`config.mk`:
```
export PLATFORM = sky130hd
export DESIGN_NAME = io_uart_tx
export DESIGN_NICKNAME = d
export VERILOG_FILES = /design/src/rtl/io_uart_tx.sv
export SDC_FILE = /design/constraint.sdc
export NUM_CORES = 1
export LEC_CHECK = 0
export ABC_AREA = 1
export ABC_CLOCK_PERIOD_IN_PS = 5900
export CORE_ASPECT_RATIO = 1.4
export CORE_MARGIN = 10
export CORE_UTILIZATION = 47
export DETAILED_ROUTE_END_ITERATION = 10
export PLACE_DENSITY = 0.76
export SLEW_MARGIN = 0
export SYNTH_ARGS = -nofsm -noshare
export SYNTH_HDL_FRONTEND = slang
export SYNTH_SLANG_ARGS = --single-unit
export TNS_END_PERCENT = 1
```
`constraint.sdc`:
```
create_clock -name clk -period 5.9 [get_ports clk]
set_input_delay 0.885 -clock clk [delete_from_list [all_inputs] [get_ports clk]]
set_output_delay 0.885 -clock clk [all_outputs]
set_load 0.005 [all_outputs]
```
`src/rtl/io_uart_tx.sv`:
```
// io_uart_tx: memory-mapped 8N1 UART transmitter with a 4-entry TX FIFO.
// Registers: TXDATA (BASE) pushes a byte, STATUS (BASE+4) reports the
// FIFO/overflow state, CTRL (BASE+8) holds the enable bit and clears OVF.
module io_uart_tx #(
    parameter int unsigned CLKS_PER_BIT = 16,
    parameter logic [4:0]  BASE         = 5'h10
) (
    input  logic        clk,
    input  logic        reset,
    input  logic [4:0]  IOAdr,
    input  logic [31:0] WriteIO,
    input  logic        IOWrite,
    output logic [31:0] ReadIO,
    output logic        tx,
    output logic        busy
);

    localparam int unsigned     CW         = (CLKS_PER_BIT > 1) ? $clog2(CLKS_PER_BIT) : 1;
    localparam logic [CW-1:0]   CNT_LAST   = CW'(CLKS_PER_BIT - 1);
    localparam logic [4:0]      ADR_TXDATA = BASE;
    localparam logic [4:0]      ADR_STATUS = BASE + 5'd4;
    localparam logic [4:0]      ADR_CTRL   = BASE + 5'd8;

    typedef enum logic [1:0] {IDLE, START, DATA, STOP} state_t;

    state_t        state, state_n;
    logic [7:0]    fifo_mem [4];
    logic [1:0]    wr_ptr, rd_ptr;
    logic [2:0]    count;
    logic          en, ovf;
    logic [CW-1:0] bit_cnt, bit_cnt_n;
    logic [2:0]    bit_idx, bit_idx_n;
    logic [7:0]    shift, shift_n;
    logic          pop, tx_n;
    logic          wr_txdata, wr_ctrl, push, full, empty;
    logic          unused_wdata;

    assign wr_txdata    = IOWrite && (IOAdr == ADR_TXDATA);
    assign wr_ctrl      = IOWrite && (IOAdr == ADR_CTRL);
    assign full         = (count == 3'd4);
    assign empty        = (count == 3'd0);
    // Fullness is judged on the count at the start of the cycle, so a pop
    // in the same cycle never makes room for a write to a full FIFO.
    assign push         = wr_txdata && !full;
    assign unused_wdata = ^WriteIO[31:8];

    // FIFO storage array, written on every accepted push.
    // NOTE: the data array has no reset; count and pointers alone decide
    // which entries are valid, so clearing the storage buys nothing.
    always_ff @(posedge clk) begin
        if (push) fifo_mem[wr_ptr] <= WriteIO[7:0];
    end

    // FIFO pointers and occupancy count.
    // NOTE: all sequential state uses non-blocking assignments so every
    // register samples pre-edge values regardless of block ordering.
    always_ff @(posedge clk or posedge reset) begin
        if (reset) begin
            wr_ptr <= 2'd0;
            rd_ptr <= 2'd0;
            count  <= 3'd0;
        end else begin
            if (push) wr_ptr <= wr_ptr + 2'd1;
            if (pop)  rd_ptr <= rd_ptr + 2'd1;
            case ({push, pop})
                2'b10:   count <= count + 3'd1;
                2'b01:   count <= count - 3'd1;
                default: count <= count;
            endcase
        end
    end

    // Control register: EN bit and sticky overflow flag (overflow wins a clear).
    always_ff @(posedge clk or posedge reset) begin
        if (reset) begin
            en  <= 1'b0;
            ovf <= 1'b0;
        end else begin
            if (wr_ctrl) en <= WriteIO[0];
            if (wr_txdata && full)        ovf <= 1'b1;
            else if (wr_ctrl && WriteIO[1]) ovf <= 1'b0;
        end
    end

    // Transmit FSM next-state, counters, shifter and pop decision.
    // NOTE: every output of this block gets a default first, so no path
    // leaves a value unassigned and no latch is inferred.
    always_comb begin
        state_n   = state;
        bit_cnt_n = bit_cnt;
        bit_idx_n = bit_idx;
        shift_n   = shift;
        pop       = 1'b0;
        case (state)
            IDLE: begin
                if (en && !empty) begin
                    pop       = 1'b1;
                    shift_n   = fifo_mem[rd_ptr];
                    bit_cnt_n = '0;
                    state_n   = START;
                end
            end
            START: begin
                if (bit_cnt == CNT_LAST) begin
                    bit_cnt_n = '0;
                    bit_idx_n = 3'd0;
                    state_n   = DATA;
                end else begin
                    bit_cnt_n = bit_cnt + 1'b1;
                end
            end
            DATA: begin
                if (bit_cnt == CNT_LAST) begin
                    bit_cnt_n = '0;
                    shift_n   = {1'b0, shift[7:1]};
                    if (bit_idx == 3'd7) begin
                        bit_idx_n = 3'd0;
                        state_n   = STOP;
                    end else begin
                        bit_idx_n = bit_idx + 3'd1;
                    end
                end else begin
                    bit_cnt_n = bit_cnt + 1'b1;
                end
            end
            STOP: begin
                if (bit_cnt == CNT_LAST) begin
                    bit_cnt_n = '0;
                    // Chain straight into the next frame when more data waits.
                    if (en && !empty) begin
                        pop     = 1'b1;
                        shift_n = fifo_mem[rd_ptr];
                        state_n = START;
                    end else begin
                        state_n = IDLE;
                    end
                end else begin
                    bit_cnt_n = bit_cnt + 1'b1;
                end
            end
            default: state_n = IDLE;
        endcase

        // Line level for the coming cycle, registered below for a clean tx.
        case (state_n)
            START:   tx_n = 1'b0;
            DATA:    tx_n = shift_n[0];
            default: tx_n = 1'b1;
        endcase
    end

    // FSM state, counters, shifter and registered line outputs.
    always_ff @(posedge clk or posedge reset) begin
        if (reset) begin
            state   <= IDLE;
            bit_cnt <= '0;
            bit_idx <= 3'd0;
            shift   <= 8'd0;
            tx      <= 1'b1;
            busy    <= 1'b0;
        end else begin
            state   <= state_n;
            bit_cnt <= bit_cnt_n;
            bit_idx <= bit_idx_n;
            shift   <= shift_n;
            tx      <= tx_n;
            busy    <= (state_n != IDLE);
        end
    end

    // Register read mux; TXDATA and unmapped addresses read as zero.
    always_comb begin
        ReadIO = 32'd0;
        if (IOAdr == ADR_STATUS)    ReadIO = {26'd0, ovf, count, empty, full};
        else if (IOAdr == ADR_CTRL) ReadIO = {31'd0, en};
    end

endmodule

```
==> impl_metrics.csv <==
group,metric,value,unit
setup_path,cp-start-kind,"input port",
floorplan,dieArea,0.01055,mm2
logic_synthesis,synthCells,335,
logic_synthesis,ys_warn_count,0,
clocking,cts_hold_buf,0,
routing,drc_errors,0,
final_layout,fill_cells,571,
clocking,cts_max_path_buffers,2,
routing,vias,2207,
floorplan,core_area,0.006613,mm2
grt,grt_pass1_wl,9.949,mm
final_layout,nets,416,
setup_path,arrival,2.38,ns
clocking,cts_tree,"yes",
floorplan,fp-row-count,35,
sta,hold_slack,0.4944,ns
pwr,p_leak,1.566,nW
floorplan,boundaryPins,74,
setup_path,reg2reg_from,"state[1]",
sta,fmax,305.8,MHz
pwr,seqPwrFrac,40.3,%
final_layout,drive_above_1_share,13.32,%
setup_path,worstPathRequired,5.02,ns
clocking,cts_htree_levels,3,
pwr,p_clk_share,27.2,%
sta,grt_setup_unrepaired,"no",
placed_design,numPortBuffers,23,
routing,post_drt_wl_per_cell,12.82,um
placed_design,dpl.hpwl,4.366,mm
setup_path,critPathMaxFanout,6,
min_path,hold_class,"flop to flop",
final_layout,multi_input_area,0.001271,mm2
floorplan,die_w,89.70,um
grt,grt_overflow,0,
logic_synthesis,yosys.area.top_type,"edfxtp_1",
pwr,swShare,36.87,%
logic_synthesis,synth_edf_count,32,
setup_path,reg2reg_depth,14,
grt,antenna_found_initial,0,
logic_synthesis,yosysMostFrequentCell,"nand2_1",
sta,period_share,55.42,%
routing,drt-pass1-iter-count,4,
clocking,cts_root_buffer,"clkbuf_8",
min_path,whs_endpoint,"ovf",
sta,tns,0,ns
setup_path,r2r-end,"count[2]",
pwr,power_switching,534.8,uW
setup_path,worst_setup_path_end_kind,"output pin",
logic_synthesis,synth_top_area_share,30.06,%
clocking,clock_latency,0.33,ns
setup_path,critPathKind,"input port to output pin",
clocking,cts_sinks,60,
sta,period_minus_slack,3.270,ns
sta,finalMaxSlewViolations,0,
floorplan,start_util,48.34,%
pwr,powerDensity,400.1,mW/mm2
logic_synthesis,synth-seq-area-share,52.02,%
final_layout,antenna_cells,0,
logic_synthesis,synthFlopType,"edfxtp_1",
logic_synthesis,synth.area.top_cells,"edfxtp_1 (30%), dfrtp_1 (21%), nand2_1 (8.8%), buf_4 (6.6%), ha_1 (4.7%)",
min_path,hold_depth,1,
logic_synthesis,avgSynthCellArea,9.543,um2
clocking,post_cts_resized,0,
pwr,intPower,915.9,uW
final_layout,syn2layout_area_growth,13.42,%
floorplan,die_y,117.6,um
grt,grt_pass1_vias,2324,
grt,grt_max_degree,29,
logic_synthesis,synthArstFlopShare,46.67,%
final_layout,seq_area,0.001663,mm2
routing,drt-total-wl,5.898,mm
logic_synthesis,synth_common_cells,"nand2_1 (75), edfxtp_1 (32), buf_4 (28)",
sta,skew,0.007799,ns
logic_synthesis,ys_seq_elements,60,
logic_synthesis,yosysUniqueCellTypes,37,
min_path,hold_start,"ovf",
routing,ant_nets,0,
routing,drtIter0Drc,111,
flow_run,cap_violations,0,
clocking,path_clk_slew,0.06,ns
sta,hold_violations,0,
placed_design,gp_congestion,0.7791,
sta,setup_viol,0,
logic_synthesis,synth_area,0.003197,mm2
pwr,pwr-share-comb,32.6,%
status,status,"complete, no violations",
setup_path,reg2reg_slack,3.33,ns
clocking,numCtsBuffers,9,
grt,grt_use_total,11.30,%
clocking,post_cts_buffers,0,
sta,max-slew-margin-rel,26.19,%
sta,max_slew.worst_pin.slew,1.106,ns
routing,viasPerCell,4.798,
pwr,ir_worst_vdd,0.2666,mV
==> layer usage <==
metal	vias up	global-route usage, %	share of wire [%]
li1	1109	-	-
met1	1037	11.06	39
met2	55	19.84	53
met3	6	3.765	6.8
met4	0	7.099	1.7
met5	-	0	0
==> cells by family (layout without fill, tap and decap cells) <==
kind of cell | Yosys count | count (layout) | share of synthesized area [%]
adder cells (fa/ha/maj) | 13 | 13 | 5.323
other | 1 | 26 | 0.1173
XOR/XNOR | 6 | 6 | 1.644
AO/OA/AOI/OAI | 46 | 46 | 8.533
flip-flops | 60 | 60 | 52.02
buffers and inverters | 65 | 73 | 11.15
AND/OR/NAND/NOR | 144 | 144 | 21.21
==> cell usage in the layout, fill, tap and decap left out, drive strengths merged, types with 12 or more instances in the layout <==
master / count
nor2: 28
conb: 26
o21ai: 22
clkdlybuf4s50: 23
ha: 12
inv: 33
nand3: 27
dfrtp: 27
a21oi: 16
edfxtp: 32
nand2: 85
==> final cells by class <==
cell class              count  share of cell area, %
clock inverters             7                  2.519
clock buffers               9                  3.416
well taps                  92                  3.175
inverters                  34                  3.623
repair buffers             23                  6.349
flip-flops and latches     60                  45.86
multi-input cells         235                  35.06
==> state kept, by name, summed over array words and instances, names as in the netlist <==
register and flops:
tx 1, ovf 1, rd_ptr 2, wr_ptr 2, bit_idx 3, fifo_mem 32, count 3, en 1
shift 8, state 2, busy 1, bit_cnt 4
==> metrics by stage <==
stage                     instance area, um2  power, mW  utilization (%)  cells  setup WS [ns]
after CTS                               3626      1.464            54.83    460          2.625
after global routing                    3626      1.560            54.83    460          2.502
final                                   3626      1.451            54.83    460          2.630
after detailed placement                3411      1.068            51.58    444          2.628
after global placement                  3411      1.055            51.58    444          2.612
after floorplan                         3291     0.9682                -    360          3.594
==> critical path, stage by stage <==
cell and delay, ns:
clkdlybuf4s50_1 0.39, nor2_1 0.14, nand4_1 0.22, o21ai_0 0.21, clkdlybuf4s50_1 0.54
==> power by group through the flow <==
stage / sequential (mW) / combinational, mW / clock, mW
6_report: 0.584 / 0.472 / 0.394
5_1_grt: 0.595 / 0.544 / 0.422
4_1_cts: 0.584 / 0.478 / 0.402
3_5_place_dp: 0.592 / 0.476 / 0
3_3_place_gp: 0.589 / 0.466 / 0
2_1_floorplan: 0.557 / 0.411 / 0
==> how the worst max path moves through the flow <==
stage / startpoint / end / slack (ns)
3_5_place_dp: IOAdr[1] / ReadIO[0] / 2.63
2_1_floorplan: state[1] / count[2] / 3.59
6_report: IOAdr[1] / ReadIO[0] / 2.63
4_1_cts: IOAdr[1] / ReadIO[0] / 2.63
5_1_grt: IOAdr[1] / ReadIO[0] / 2.50
3_3_place_gp: IOAdr[1] / ReadIO[0] / 2.61
Power figures use the tool's default switching activity.
